## src/rtl/cmd_sched.sv

```systemverilog
// cmd_sched_fifo: circular command buffer, write on push, read head combinationally.
// Latency: a word pushed at edge N is visible at the head after edge N (cnt_o counts it).
// Backpressure: wr_rdy_o drops when full; a push still lands when a pop frees the slot that cycle.
module cmd_sched_fifo #(
    parameter int W     = 16,
    parameter int DEPTH = 4,
    localparam int PW   = $clog2(DEPTH),
    localparam int CW   = $clog2(DEPTH + 1)
) (
    input  logic          clk,
    input  logic          rst_n,
    input  logic          wr_vld_i,
    input  logic [W-1:0]  wr_dat_i,
    output logic          wr_rdy_o,
    input  logic          rd_pop_i,
    output logic [W-1:0]  rd_dat_o,
    output logic [CW-1:0] cnt_o
);
    logic [W-1:0]  mem_q [DEPTH];
    logic [PW-1:0] wr_ptr_q;
    logic [PW-1:0] rd_ptr_q;
    logic [CW-1:0] cnt_q;
    logic          push;
    logic          pop;

    // wr_rdy_o is the conservative "not full" view; a simultaneous pop makes room for one more
    assign wr_rdy_o = (cnt_q != CW'(DEPTH));
    assign pop      = rd_pop_i && (cnt_q != '0);
    assign push     = wr_vld_i && (wr_rdy_o || pop);
    assign rd_dat_o = mem_q[rd_ptr_q];
    assign cnt_o    = cnt_q;

    // Pointer and occupancy bookkeeping; pointers wrap naturally at the power-of-2 depth
    always_ff @(posedge clk) begin
        if (!rst_n) begin
            wr_ptr_q <= '0;
            rd_ptr_q <= '0;
            cnt_q    <= '0;
        end else begin
            if (push) begin
                wr_ptr_q <= wr_ptr_q + PW'(1);
            end
            if (pop) begin
                rd_ptr_q <= rd_ptr_q + PW'(1);
            end
            if (push && !pop) begin
                cnt_q <= cnt_q + CW'(1);
            end else if (pop && !push) begin
                cnt_q <= cnt_q - CW'(1);
            end
        end
    end

    // Storage array; when full with a pop, the write reuses the slot just vacated by the head
    always_ff @(posedge clk) begin
        if (push) begin
            mem_q[wr_ptr_q] <= wr_dat_i;
        end
    end
endmodule

// cmd_sched: round-robin arbiter between host FIFO and solver holding register for cmd_proc.
// Latency: word pushed at edge N drives cmd_rdy after edge N+1; resp/tmo pulses registered.
// Backpressure: host via h_rdy (FIFO not full), solver via s_rdy (holding register empty).
module cmd_sched #(
    parameter int DEPTH   = 4,
    parameter int TMO_CYC = 1000000,
    localparam int CW     = $clog2(DEPTH + 1)
) (
    input  logic          clk,
    input  logic          rst_n,
    input  logic [15:0]   h_cmd,
    input  logic          h_vld,
    output logic          h_rdy,
    output logic [CW-1:0] h_cnt,
    input  logic [15:0]   s_cmd,
    input  logic          s_vld,
    output logic          s_rdy,
    output logic [15:0]   cmd,
    output logic          cmd_rdy,
    input  logic          clr_cmd_rdy,
    input  logic          send_resp,
    output logic          h_resp,
    output logic          s_resp,
    output logic          tmo,
    output logic          busy
);
    localparam int            TW       = $clog2(TMO_CYC);
    localparam logic [TW-1:0] TMO_LAST = TW'(TMO_CYC - 1);
    localparam logic          SRC_HOST = 1'b0;
    localparam logic          SRC_SOLV = 1'b1;

    typedef enum logic [1:0] {
        IDLE      = 2'd0,
        ISSUE     = 2'd1,
        WAIT_RESP = 2'd2
    } state_t;

    state_t        state_q, state_d;
    logic [15:0]   cmd_q, cmd_d;
    logic          cmd_rdy_q, cmd_rdy_d;
    logic          owner_q, owner_d;
    logic          last_grant_q, last_grant_d;
    logic [TW-1:0] timer_q, timer_d;
    logic          h_resp_q, h_resp_d;
    logic          s_resp_q, s_resp_d;
    logic          tmo_q, tmo_d;

    logic          s_full_q;
    logic [15:0]   s_dat_q;

    logic [15:0]   h_head;
    logic          h_pop;
    logic          s_clr;
    logic          h_pend;
    logic          s_pend;
    logic          pick_host;

    cmd_sched_fifo #(
        .W     (16),
        .DEPTH (DEPTH)
    ) u_host_fifo (
        .clk      (clk),
        .rst_n    (rst_n),
        .wr_vld_i (h_vld),
        .wr_dat_i (h_cmd),
        .wr_rdy_o (h_rdy),
        .rd_pop_i (h_pop),
        .rd_dat_o (h_head),
        .cnt_o    (h_cnt)
    );

    assign h_pend    = (h_cnt != '0);
    assign s_pend    = s_full_q;
    // Host wins when it is the only requester or when the solver had the previous grant
    assign pick_host = h_pend && (!s_pend || (last_grant_q == SRC_SOLV));

    // Solver holding register: loads only when empty, empties when its command is accepted
    always_ff @(posedge clk) begin
        if (!rst_n) begin
            s_full_q <= 1'b0;
            s_dat_q  <= '0;
        end else if (s_clr) begin
            s_full_q <= 1'b0;
        end else if (s_vld && !s_full_q) begin
            s_full_q <= 1'b1;
            s_dat_q  <= s_cmd;
        end
    end

    // Scheduler next-state: arbitrate in IDLE, hold until accept, then watch for response or timeout
    always_comb begin
        state_d      = state_q;
        cmd_d        = cmd_q;
        cmd_rdy_d    = cmd_rdy_q;
        owner_d      = owner_q;
        last_grant_d = last_grant_q;
        timer_d      = timer_q;
        h_resp_d     = 1'b0;
        s_resp_d     = 1'b0;
        tmo_d        = 1'b0;
        h_pop        = 1'b0;
        s_clr        = 1'b0;
        case (state_q)
            IDLE: begin
                if (h_pend || s_pend) begin
                    if (pick_host) begin
                        cmd_d        = h_head;
                        owner_d      = SRC_HOST;
                        last_grant_d = SRC_HOST;
                    end else begin
                        cmd_d        = s_dat_q;
                        owner_d      = SRC_SOLV;
                        last_grant_d = SRC_SOLV;
                    end
                    cmd_rdy_d = 1'b1;
                    state_d   = ISSUE;
                end
            end
            ISSUE: begin
                // The source entry stays queued until cmd_proc takes it, so h_cnt still counts it
                if (clr_cmd_rdy) begin
                    cmd_rdy_d = 1'b0;
                    timer_d   = '0;
                    if (owner_q == SRC_HOST) begin
                        h_pop = 1'b1;
                    end else begin
                        s_clr = 1'b1;
                    end
                    state_d = WAIT_RESP;
                end
            end
            WAIT_RESP: begin
                if (timer_q != '1) begin
                    timer_d = timer_q + TW'(1);
                end
                // A completion arriving on the last watchdog cycle still counts as success
                if (send_resp) begin
                    h_resp_d = (owner_q == SRC_HOST);
                    s_resp_d = (owner_q == SRC_SOLV);
                    state_d  = IDLE;
                end else if (timer_q == TMO_LAST) begin
                    tmo_d   = 1'b1;
                    state_d = IDLE;
                end
            end
            default: begin
                state_d = IDLE;
            end
        endcase
    end

    // Scheduler state register; reset drops any in-flight command without a pulse
    always_ff @(posedge clk) begin
        if (!rst_n) begin
            state_q      <= IDLE;
            cmd_q        <= '0;
            cmd_rdy_q    <= 1'b0;
            owner_q      <= SRC_HOST;
            last_grant_q <= SRC_SOLV;
            timer_q      <= '0;
            h_resp_q     <= 1'b0;
            s_resp_q     <= 1'b0;
            tmo_q        <= 1'b0;
        end else begin
            state_q      <= state_d;
            cmd_q        <= cmd_d;
            cmd_rdy_q    <= cmd_rdy_d;
            owner_q      <= owner_d;
            last_grant_q <= last_grant_d;
            timer_q      <= timer_d;
            h_resp_q     <= h_resp_d;
            s_resp_q     <= s_resp_d;
            tmo_q        <= tmo_d;
        end
    end

    assign s_rdy   = !s_full_q;
    assign cmd     = cmd_q;
    assign cmd_rdy = cmd_rdy_q;
    assign h_resp  = h_resp_q;
    assign s_resp  = s_resp_q;
    assign tmo     = tmo_q;
    assign busy    = (state_q != IDLE);
endmodule

```

## config.mk

```make
export PLATFORM = sky130hd
export DESIGN_NAME = cmd_sched
export DESIGN_NICKNAME = d
export VERILOG_FILES = /design/src/rtl/cmd_sched.sv
export SDC_FILE = /design/constraint.sdc
export NUM_CORES = 1
export LEC_CHECK = 0
export BUFFER_PORTS_ARGS = -buffer_cell sky130_fd_sc_hd__buf_2
export CORE_ASPECT_RATIO = 0.6
export CORE_MARGIN = 5
export CORE_UTILIZATION = 50
export CTS_CLUSTER_SIZE = 40
export DETAILED_ROUTE_END_ITERATION = 6
export HOLD_SLACK_MARGIN = 0.12
export PLACE_DENSITY = 0.72
export SYNTH_ARGS = -nofsm -noshare
export SYNTH_HDL_FRONTEND = slang
export SYNTH_HIERARCHICAL = 1
export SYNTH_SLANG_ARGS = --single-unit
```

## constraint.sdc

```tcl
create_clock -name clk -period 6.4 [get_ports clk]
set_clock_uncertainty 0.1 [all_clocks]
set_input_delay 0.96 -clock clk [delete_from_list [all_inputs] [get_ports clk]]
set_output_delay 0.96 -clock clk [all_outputs]
set_load 0.01 [all_outputs]
```

Word level (Yosys, flattened, before mapping)
Memory sizes are Yosys's and may differ from the RTL's. A register that Yosys moved wholly into a read port is not among the register bits.
Index checks and enable logic that the tools add are counted.
{ "op_classes": {"addsub": 5, "eq_ne": 9, "muxes": 26, "n_bitwise": 4, "n_reduce_logical": 26} }
{ "op_table": {"columns": ["operator", "count"], "rows": [
  ["20-bit 2-to-1 mux", 2],
  ["20-bit case mux with 2 select lines", 1],
  ["20-bit by 1-bit adder with 20-bit output, second input constant", 1],
  ["20-bit == test, second input constant", 1],
  ["20-bit != test, second input constant", 1],
  ["16-bit 2-to-1 mux", 1],
  ["1-bit 2-to-1 mux", 12],
  ["2-bit 2-to-1 mux", 6],
  ["3-bit AND reduction", 4],
  ["2-bit nonzero test", 4],
  ["1-bit logical AND", 6],
  ["3-bit 2-to-1 mux", 2],
  ["2-bit != test, second input constant", 3],
  ["3-bit != test, second input constant", 2],
  ["2-bit case mux with 3 select lines", 1],
  ["2-bit by 1-bit adder with 2-bit output, second input constant", 2],
  ["1-bit NOT", 4],
  ["2-bit AND reduction", 2],
  ["3-bit by 1-bit adder with 3-bit output, second input constant", 1],
  ["1-bit zero test", 3],
  ["1-bit logical OR", 3],
  ["3-bit nonzero test", 1],
  ["3-bit OR reduction", 1],
  ["3-bit by 1-bit subtractor with 3-bit output, second input constant", 1],
  ["other kinds (5)", 5]
]} }
{ "word_totals": {"reg_bits": 68, "mem_bits_rw": 64, "input_bits": 38, "output_inout_bits": 26, "word_cells": 85, "memories": 1} }
{ "mem_list": {"columns": ["memory", "depth", "word_bits", "read_ports", "rd_clocked_by_memory_dff", "write_ports", "line_no", "source"], "rows": [
  ["u_host_fifo.mem_q", 4, 16, 1, 1, 1, "19", "logic [W-1:0] mem_q [DEPTH];"]
]} }

Logic depth before layout (Yosys ltp)
Gate-level depths: netlist (run 1).
{ "logic_depth": {"ltp_word": 10, "mapped_depth": 11, "mapped_depth_nobuf": 9} }

By module
The synthesis (run 1) kept the hierarchy.
{ "modules_own_cells": {"columns": ["mod", "instances", "cells_each", "area_each_um2", "seq_area_each_um2"], "rows": [
  ["cmd_sched", 1, 294, 2837.7, 1221.2],
  ["cmd_sched_fifo", 1, 131, 2786.4, 2102.0]
]} }

Worst setup path after synthesis (run 1)
OpenSTA, ideal clock, no wires.
{ "synth_path": {"path_type": "input port to flip-flop", "start": "in clr_cmd_rdy", "end": "reg u_host_fifo.cnt_q[2] (netlist: u_host_fifo/cnt_o[2])", "setup_time_ps": 76, "arrival_time_ps": 3067, "t_required_ps": 6224, "setup_slack_ps": 3158, "stages": 11, "n_path_buf": 2, "cell_sequence": "nand3b_1 -> clkbuf_1 -> nor2_1 -> o21a_1 -> buf_6 -> ha_1 -> inv_1 -> fa_1 -> xor2_1 -> or3_2 -> a21boi_0"} }
{ "synth_between": {"elab_chain_len": 8, "word_cells_on_any_way": 11, "classes_between": "mux (3); reduce/logical (8)"} }
{ "synth_lines": {"columns": ["item", "line_no", "source"], "rows": [
  ["from (decl)", "81", "input logic clr_cmd_rdy,"],
  ["1-bit 2-to-1 mux (*)", "182", "if (clr_cmd_rdy) begin"],
  ["1-bit 2-to-1 mux (*)", "164", "case (state_q)"],
  ["named net h_pop", "113", "logic h_pop;"],
  ["1-bit logical AND (*)", "28", "assign pop = rd_pop_i && (cnt_q != '0);"],
  ["1-bit logical OR (*)", "29", "assign push = wr_vld_i && (wr_rdy_o || pop);"],
  ["1-bit logical AND (*)", "29", null],
  ["named net u_host_fifo.push", "23", "logic push;"],
  ["1-bit zero test", "48", "end else if (pop && !push) begin"],
  ["1-bit logical AND", "48", null],
  ["2-bit nonzero test (no source line)", null, null],
  ["to (signal assigned)", "47", "cnt_q <= cnt_q + CW'(1);"],
  ["to (signal assigned)", "49", "cnt_q <= cnt_q - CW'(1);"],
  ["to (decl)", "22", "logic [CW-1:0] cnt_q;"]
]} }
Mark *: on every way through the listed nets, which the timed path passes. The rest lies on a longest branch.
A chain may end at the register's enable or synchronous reset.

Final worst setup path (run 1)
{ "layout_path": {"start": "in clr_cmd_rdy", "end": "reg u_host_fifo.cnt_q[2] (netlist: u_host_fifo/cnt_o[2])"} }
{ "layout_between": {"elab_chain_len": 8, "word_cells_on_any_way": 11, "classes_between": "mux (3); reduce/logical (8)"} }
{ "layout_lines": {"columns": ["item", "line_no"], "rows": [
  ["1-bit 2-to-1 mux (*)", "182"],
  ["1-bit 2-to-1 mux (*)", "164"],
  ["named net h_pop", "113"],
  ["1-bit logical AND (*)", "28"],
  ["1-bit logical OR", "29"],
  ["1-bit logical AND", "29"],
  ["1-bit zero test", "48"],
  ["1-bit logical AND", "48"],
  ["2-bit nonzero test (no source line)", null]
]} }
Marked as above.

==> results.py, run 1 <==
metrics = {
    "power": {
        "fin_total_pwr_uw": 2920,
        "ir_worst_vdd_mv": 0.235,
        "pwr-share-clk": 0.351,
        "combinationalPowerShare": 0.261,
        "p_seq_frac": 0.388,
        "p_int_uw": 2010,
        "pwr_density_cell_nw_per_um2": 441,
        "switchingPower_uw": 908,
        "leakagePower_uw": 0.00261,
        "p_sw_frac": 0.311,
    },
    "cts": {
        "post_cts_buffers": 0,
        "root_buffer": "clkbuf_16",
        "ctsResizeCount": 0,
        "cts_tree": "done",
        "cts.sinks": 134,
        "clk_pin_slew_worst_paths_ps": 60,
        "insertion_delay_ps": 410,
        "cts_hold_buffers": 0,
        "cts_buffer_depth": 2,
        "htreeDepth": 4,
        "cts_buffers": 17,
    },
    "sta": {
        "timing.setup.tns_ps": 0,
        "max_slew_margin": 0.194,
        "hold_slack_ps": 385,
        "period_minus_slack_ps": 3560,
        "setup_viol": 0,
        "maxSlewViolCount": 0,
        "grt_setup_unrepaired": "no",
        "hold_viol": 0,
        "max_clock_freq_mhz": 281,
        "worst_pin_slew_ps": 1210,
        "fin_crit_sh": 0.555,
    },
    "final_layout": {
        "nets": 530,
        "syn_to_final_growth_pct": 17.7,
        "design_area_um2": 6620,
        "n_antenna_cell": 0,
        "fill_cells": 882,
        "drive_gt1_frac": 0.291,
    },
    "logic_synthesis": {
        "ys_top_cells_by_area": "edfxtp_1, dfxtp_1, mux4_2, mux2i_1, a211oi_2",
        "ys_types": 64,
        "netlist.area_leader.share": 0.342,
        "synth-edff-count": 64,
        "synthFlopType": "dfxtp_1",
        "synth_area_um2": 5620,
        "yosysTopAreaCell": "edfxtp_1",
        "yosysSeqAreaShare": 0.591,
        "synthCells": 425,
        "synth-seq-cells": 134,
        "yosys_warnings": 6,
        "synth_fp_nets": 470,
        "syn_area_per_cell_um2": 13.2,
        "synthArstFlopShare": 0,
    },
    "die": {
        "die-area_um2": 13500,
        "initial_core_util": 0.504,
        "core_area_um2": 11100,
        "rows": 30,
        "dieWidth_um": 147,
        "io_pins": 64,
        "die_h_um": 92.2,
    },
    "global_route": {
        "grt.total_usage": 0.191,
        "grt_pass1_wl_um": 19700,
        "grt_antenna_before_repair": 0,
        "grt_overflow": 0,
        "grt_max_degree": 37,
        "grt_pass1_vias": 3573,
    },
    "critical_path": {
        "critPathKind": "in2reg",
        "cp_max_fo": 14,
        "critPathLaunchType": "input pin",
        "end_kind": "flip-flop",
        "worst_ep_arrival_time_ps": 3780,
        "required_ps": 6630,
    },
    "place": {
        "post_dp_cell_area_um2": 5990,
        "dp_hpwl_um": 8270,
        "place.gp.congestion": 0.833,
        "io_buffer_count": 63,
    },
    "detailed_routing": {
        "via_per_inst": 5.82,
        "via_count": 3739,
        "ant_nets": 0,
        "finalWirelength_um": 12400,
        "dr.pass1.iters": 5,
        "drt_iter0_drc": 257,
        "wl_per_cell_um": 19.3,
        "drc_errors": 0,
    },
    "run_status": {
        "status": "complete, no violations",
    },
    "flow_run": {
        "maxCapViolations": 0,
    },
    "worst_hold_path": {
        "hold_path.class": "reg2reg",
    },
}
-- synthesized netlist by cell type, drive strengths merged (2+ instances only) --
master / n
nand2: 20
a21o: 2
mux4: 16
o22a: 8
nand4: 7
mux2i: 35
a22o: 2
a21boi: 2
nand3b: 2
nor2b: 2
clkbuf: 8
xnor2: 3
o21ai: 7
inv: 6
nand2b: 2
nor3: 5
or3: 3
edfxtp: 64
nand3: 11
and2: 8
buf: 15
nor2: 45
dfxtp: 70
nor4: 2
and3: 5
a41oi: 2
a21oi: 20
ha: 6
a31oi: 12
a211oi: 16
-- flip-flops by register name (all words and copies together), names as in the netlist, named ones only --
name / count
last_grant_q: 1
h_resp: 1
owner_q: 1
u_host_fifo/rd_ptr_q: 2
s_resp: 1
s_full_q: 1
s_dat_q: 16
cmd_rdy: 1
u_host_fifo/cnt_o: 3
u_host_fifo/mem_q: 64
cmd: 16
timer_q: 20
state_q: 2
u_host_fifo/wr_ptr_q: 2
tmo: 1
-- per-stage QoR --
| stage | instances | setup WS (ps) | utilization |
|---|---|---|---|
| after floorplan | 425 | 3160 | - |
| after global placement | 610 | 2690 | 0.537 |
| after detailed placement | 610 | 2520 | 0.537 |
| after CTS | 642 | 2920 | 0.594 |
| after global routing | 642 | 2660 | 0.594 |
| final | 642 | 2840 | 0.594 |
-- power groups by stage --
stage	clock network [uW]	registers (uW)	logic, uW
2_1_floorplan	0	1150	560
3_3_place_gp	0	1150	735
3_5_place_dp	0	1150	752
4_1_cts	1050	1140	763
5_1_grt	1080	1160	831
6_report	1030	1130	762
-- worst paths after layout --
path                                       end  depth (start not counted)  slack (ps)                    start
max          u_host_fifo/cnt_o[2]$_SDFFE_PN0P_                         10        2840              clr_cmd_rdy
min                       cmd_rdy$_SDFFE_PN0P_                          2         380     cmd_rdy$_SDFFE_PN0P_
max reg2reg  u_host_fifo/cnt_o[2]$_SDFFE_PN0P_                          9        3060  state_q[0]$_SDFFE_PN0P_
min reg2reg               cmd_rdy$_SDFFE_PN0P_                          2         380     cmd_rdy$_SDFFE_PN0P_
-- cell usage in the layout, fill, tap and decap left out, types with 3 or more instances in the layout --
cell type  instances
o22a_1             8
edfxtp_1          64
nand4_1            5
buf_2             63
o21ai_0            4
clkinv_4           3
a211oi_2          16
dfxtp_1           70
mux2i_1           35
ha_1               6
xnor2_1            3
bufinv_16          4
nand2_1           19
and2_1             4
a31oi_1           12
mux4_2            16
clkbuf_16         17
o21ai_1            3
nand3_1            9
a21oi_1           20
and2_2             4
inv_1              6
nor2_1            42
and3_1             5
inv_6              3
-- final cells by class --
| cell class | count | area [um^2] | share of cell area |
|---|---|---|---|
| tap | 144 | 180 | 0.0272 |
| clock inverter | 14 | 198 | 0.0299 |
| inverter | 6 | 22.5 | 0.00340 |
| multi-input combinational | 262 | 2140 | 0.324 |
| sequential | 134 | 3320 | 0.502 |
| timing repair buffer | 64 | 323 | 0.0488 |
| clock buffer | 18 | 429 | 0.0649 |
-- cells by family after synthesis --
family | after synthesis | share of synthesized area
simple gates | 120 | 0.119
flops | 134 | 0.591
mux | 51 | 0.126
xor+xnor | 4 | 0.00623
buf+inv | 29 | 0.0296
fa+ha+maj | 7 | 0.0169
compound gates | 80 | 0.111
-- per-layer routing --
metal	up-vias	share of wire	global-route usage	wire, um
li1	1737	-	-	-
met1	1840	0.50	0.287	6150
met2	142	0.41	0.260	5110
met3	20	0.074	0.0607	922
met4	0	0.016	0.0620	194
met5	-	0	0	0
-- worst max-delay path: stages --
cell      delay, ps
buf_2           100
nand3b_1        510
nor2_1          440
o21a_1          340
ha_1            240
inv_1            60
fa_1            370
xor2_1          160
or3_2           400
a21boi_0        190
Note: power is estimated with default switching activity, not from simulation.
==> inputs of run 2 (changes only) <==
==> constraint.sdc (replaced) <==
create_clock -name clk -period 3.3 [get_ports clk]
set_clock_uncertainty 0.1 [all_clocks]
set_input_delay 0.495 -clock clk [delete_from_list [all_inputs] [get_ports clk]]
set_output_delay 0.495 -clock clk [all_outputs]
set_load 0.01 [all_outputs]
==> results.py, run 2 (synthesis gave the netlist of run 1 again) <==
metrics = {
    "run_status": {
        "status": "complete, no violations",
    },
    "sta": {
        "fin_crit_sh": 0.831,
        "setup_viol": 0,
        "grt_setup_unrepaired": "no",
        "max_slew_margin": 0.461,
        "maxSlewViolCount": 0,
        "max_clock_freq_mhz": 365,
        "hold_viol": 0,
        "worst_pin_slew_ps": 807,
        "setup_ws_ps": 557,
        "timing.setup.tns_ps": 0,
        "hold_slack_ps": 198,
        "period_minus_slack_ps": 2740,
    },
    "final_layout": {
        "finish.utilization": 0.599,
        "largest-register": "u_host_fifo/mem_q",
        "largest_register_ff_count": 64,
        "syn_to_final_growth_pct": 18.6,
        "fill_cells": 874,
        "drive_gt1_frac": 0.299,
        "most-common-layout-cells": "dfxtp_1, edfxtp_1, buf_2, nor2_1, mux2i_1",
        "reg_top3": "u_host_fifo/mem_q x64, timer_q x20",
        "layout_commonest_cell": "dfxtp_1",
        "final_cells": 646,
        "nets": 534,
        "n_antenna_cell": 0,
    },
    "global_route": {
        "grt_max_degree": 37,
        "grt_pass1_vias": 3570,
        "grt_antenna_before_repair": 0,
        "grt.total_usage": 0.191,
        "grt_pass1_wl_um": 19600,
        "grt_overflow": 0,
    },
    "worst_hold_path": {
        "hold_path.class": "in2reg",
        "hold_path_depth": 1,
        "min_to": "u_host_fifo/mem_q[1][15]$_DFFE_PP_",
        "hp-start": "h_cmd[15]",
    },
    "cts": {
        "htreeDepth": 4,
        "cts_tree": "done",
        "cts.sinks": 134,
        "post_cts_buffers": 0,
        "clk_pin_slew_worst_paths_ps": 60,
        "cts_hold_buffers": 0,
        "root_buffer": "clkbuf_16",
        "cts_buffers": 17,
        "insertion_delay_ps": 410,
        "ctsResizeCount": 0,
        "cts_buffer_depth": 2,
    },
    "critical_path": {
        "critPathKind": "reg2reg",
        "cp_max_fo": 7,
        "timing.rr.start": "state_q[0]$_SDFFE_PN0P_",
        "rrSetupSlack_ps": 560,
        "reg2reg_to": "u_host_fifo/cnt_o[2]$_SDFFE_PN0P_",
        "required_ps": 3530,
        "worst_ep_arrival_time_ps": 2970,
        "critPathLaunchType": "flip-flop",
        "end_kind": "flip-flop",
        "rr_worst_depth": 9,
    },
    "die": {
        "core_area_um2": 11100,
        "initial_core_util": 0.504,
        "die-area_um2": 13500,
        "die_h_um": 92.2,
        "dieWidth_um": 147,
        "io_pins": 64,
        "rows": 30,
    },
    "detailed_routing": {
        "via_per_inst": 5.77,
        "finalWirelength_um": 12400,
        "drc_errors": 0,
        "ant_nets": 0,
        "drt_iter0_drc": 284,
        "dr.pass1.iters": 5,
        "wl_per_cell_um": 19.2,
        "via_count": 3728,
    },
    "place": {
        "dpl.cell_count": 614,
        "place.gp.congestion": 0.855,
        "dp_hpwl_um": 8430,
        "io_buffer_count": 63,
        "place_ws_ps": 411,
    },
    "power": {
        "leakagePower_uw": 0.00265,
        "pwr_density_cell_nw_per_um2": 863,
        "ir_worst_vdd_mv": 0.400,
    },
    "flow_run": {
        "maxCapViolations": 0,
    },
}
run 2: changes by cell type in the layout (fill, tap and decap cells not counted), sizes merged:
cell    previous run  this run
clkinv             4         5
bufinv             4         5
clkbuf            18        17
buf               64        68
inv                9         8
run 2: critical path, stage by stage (launching register included):
cell and delay (ps):
dfxtp_1 410, nand3b_1 220, nor2_1 250, o21a_1 310, ha_1 230, inv_1 60, fa_1 370, xor2_1 160
or3_2 400, a21boi_0 170
run 2: how the worst max path moves through the flow:
stage	depth (start not counted)	slack, ps	startpoint	to
floorplan	11	520	clr_cmd_rdy	u_host_fifo/cnt_o[2]$_SDFFE_PN0P_
global placement	10	510	clr_cmd_rdy	u_host_fifo/cnt_o[2]$_SDFFE_PN0P_
detailed placement	10	410	clr_cmd_rdy	u_host_fifo/cnt_o[2]$_SDFFE_PN0P_
CTS	9	570	state_q[0]$_SDFFE_PN0P_	u_host_fifo/cnt_o[2]$_SDFFE_PN0P_
global route	9	250	state_q[0]$_SDFFE_PN0P_	u_host_fifo/cnt_o[2]$_SDFFE_PN0P_
finish	9	560	state_q[0]$_SDFFE_PN0P_	u_host_fifo/cnt_o[2]$_SDFFE_PN0P_
run 2: area by class of cell:
class	count	area, um^2	share of cell area
Sequential cell	134	3320	0.498
Timing Repair Buffer	68	353	0.0529
Tap cell	144	180	0.0270
Clock buffer	17	425	0.0638
Inverter	6	22.5	0.00338
Clock inverter	15	226	0.0339
Multi-Input combinational cell	262	2140	0.321
run 2: through the flow:
stage	area, um^2	power [uW]
2_1_floorplan	5620	3320
3_3_place_gp	6020	3680
3_5_place_dp	6020	3730
4_1_cts	6670	5800
5_1_grt	6670	6040
6_report	6670	5760
run 2: where the power goes:
part / switching [uW] / internal [uW]
clock: 712 / 1340
combinational: 888 / 629
sequential: 164 / 2020
total: 1760 / 3990
run 2: metal layers:
| metal | global-route usage | wire (um) | up-vias |
|---|---|---|---|
| met4 | 0.0651 | 115 | 0 |
| met3 | 0.0563 | 892 | 14 |
| met5 | 0 | 0 | - |
| li1 | - | - | 1750 |
| met1 | 0.288 | 5960 | 1830 |
| met2 | 0.262 | 5430 | 134 |
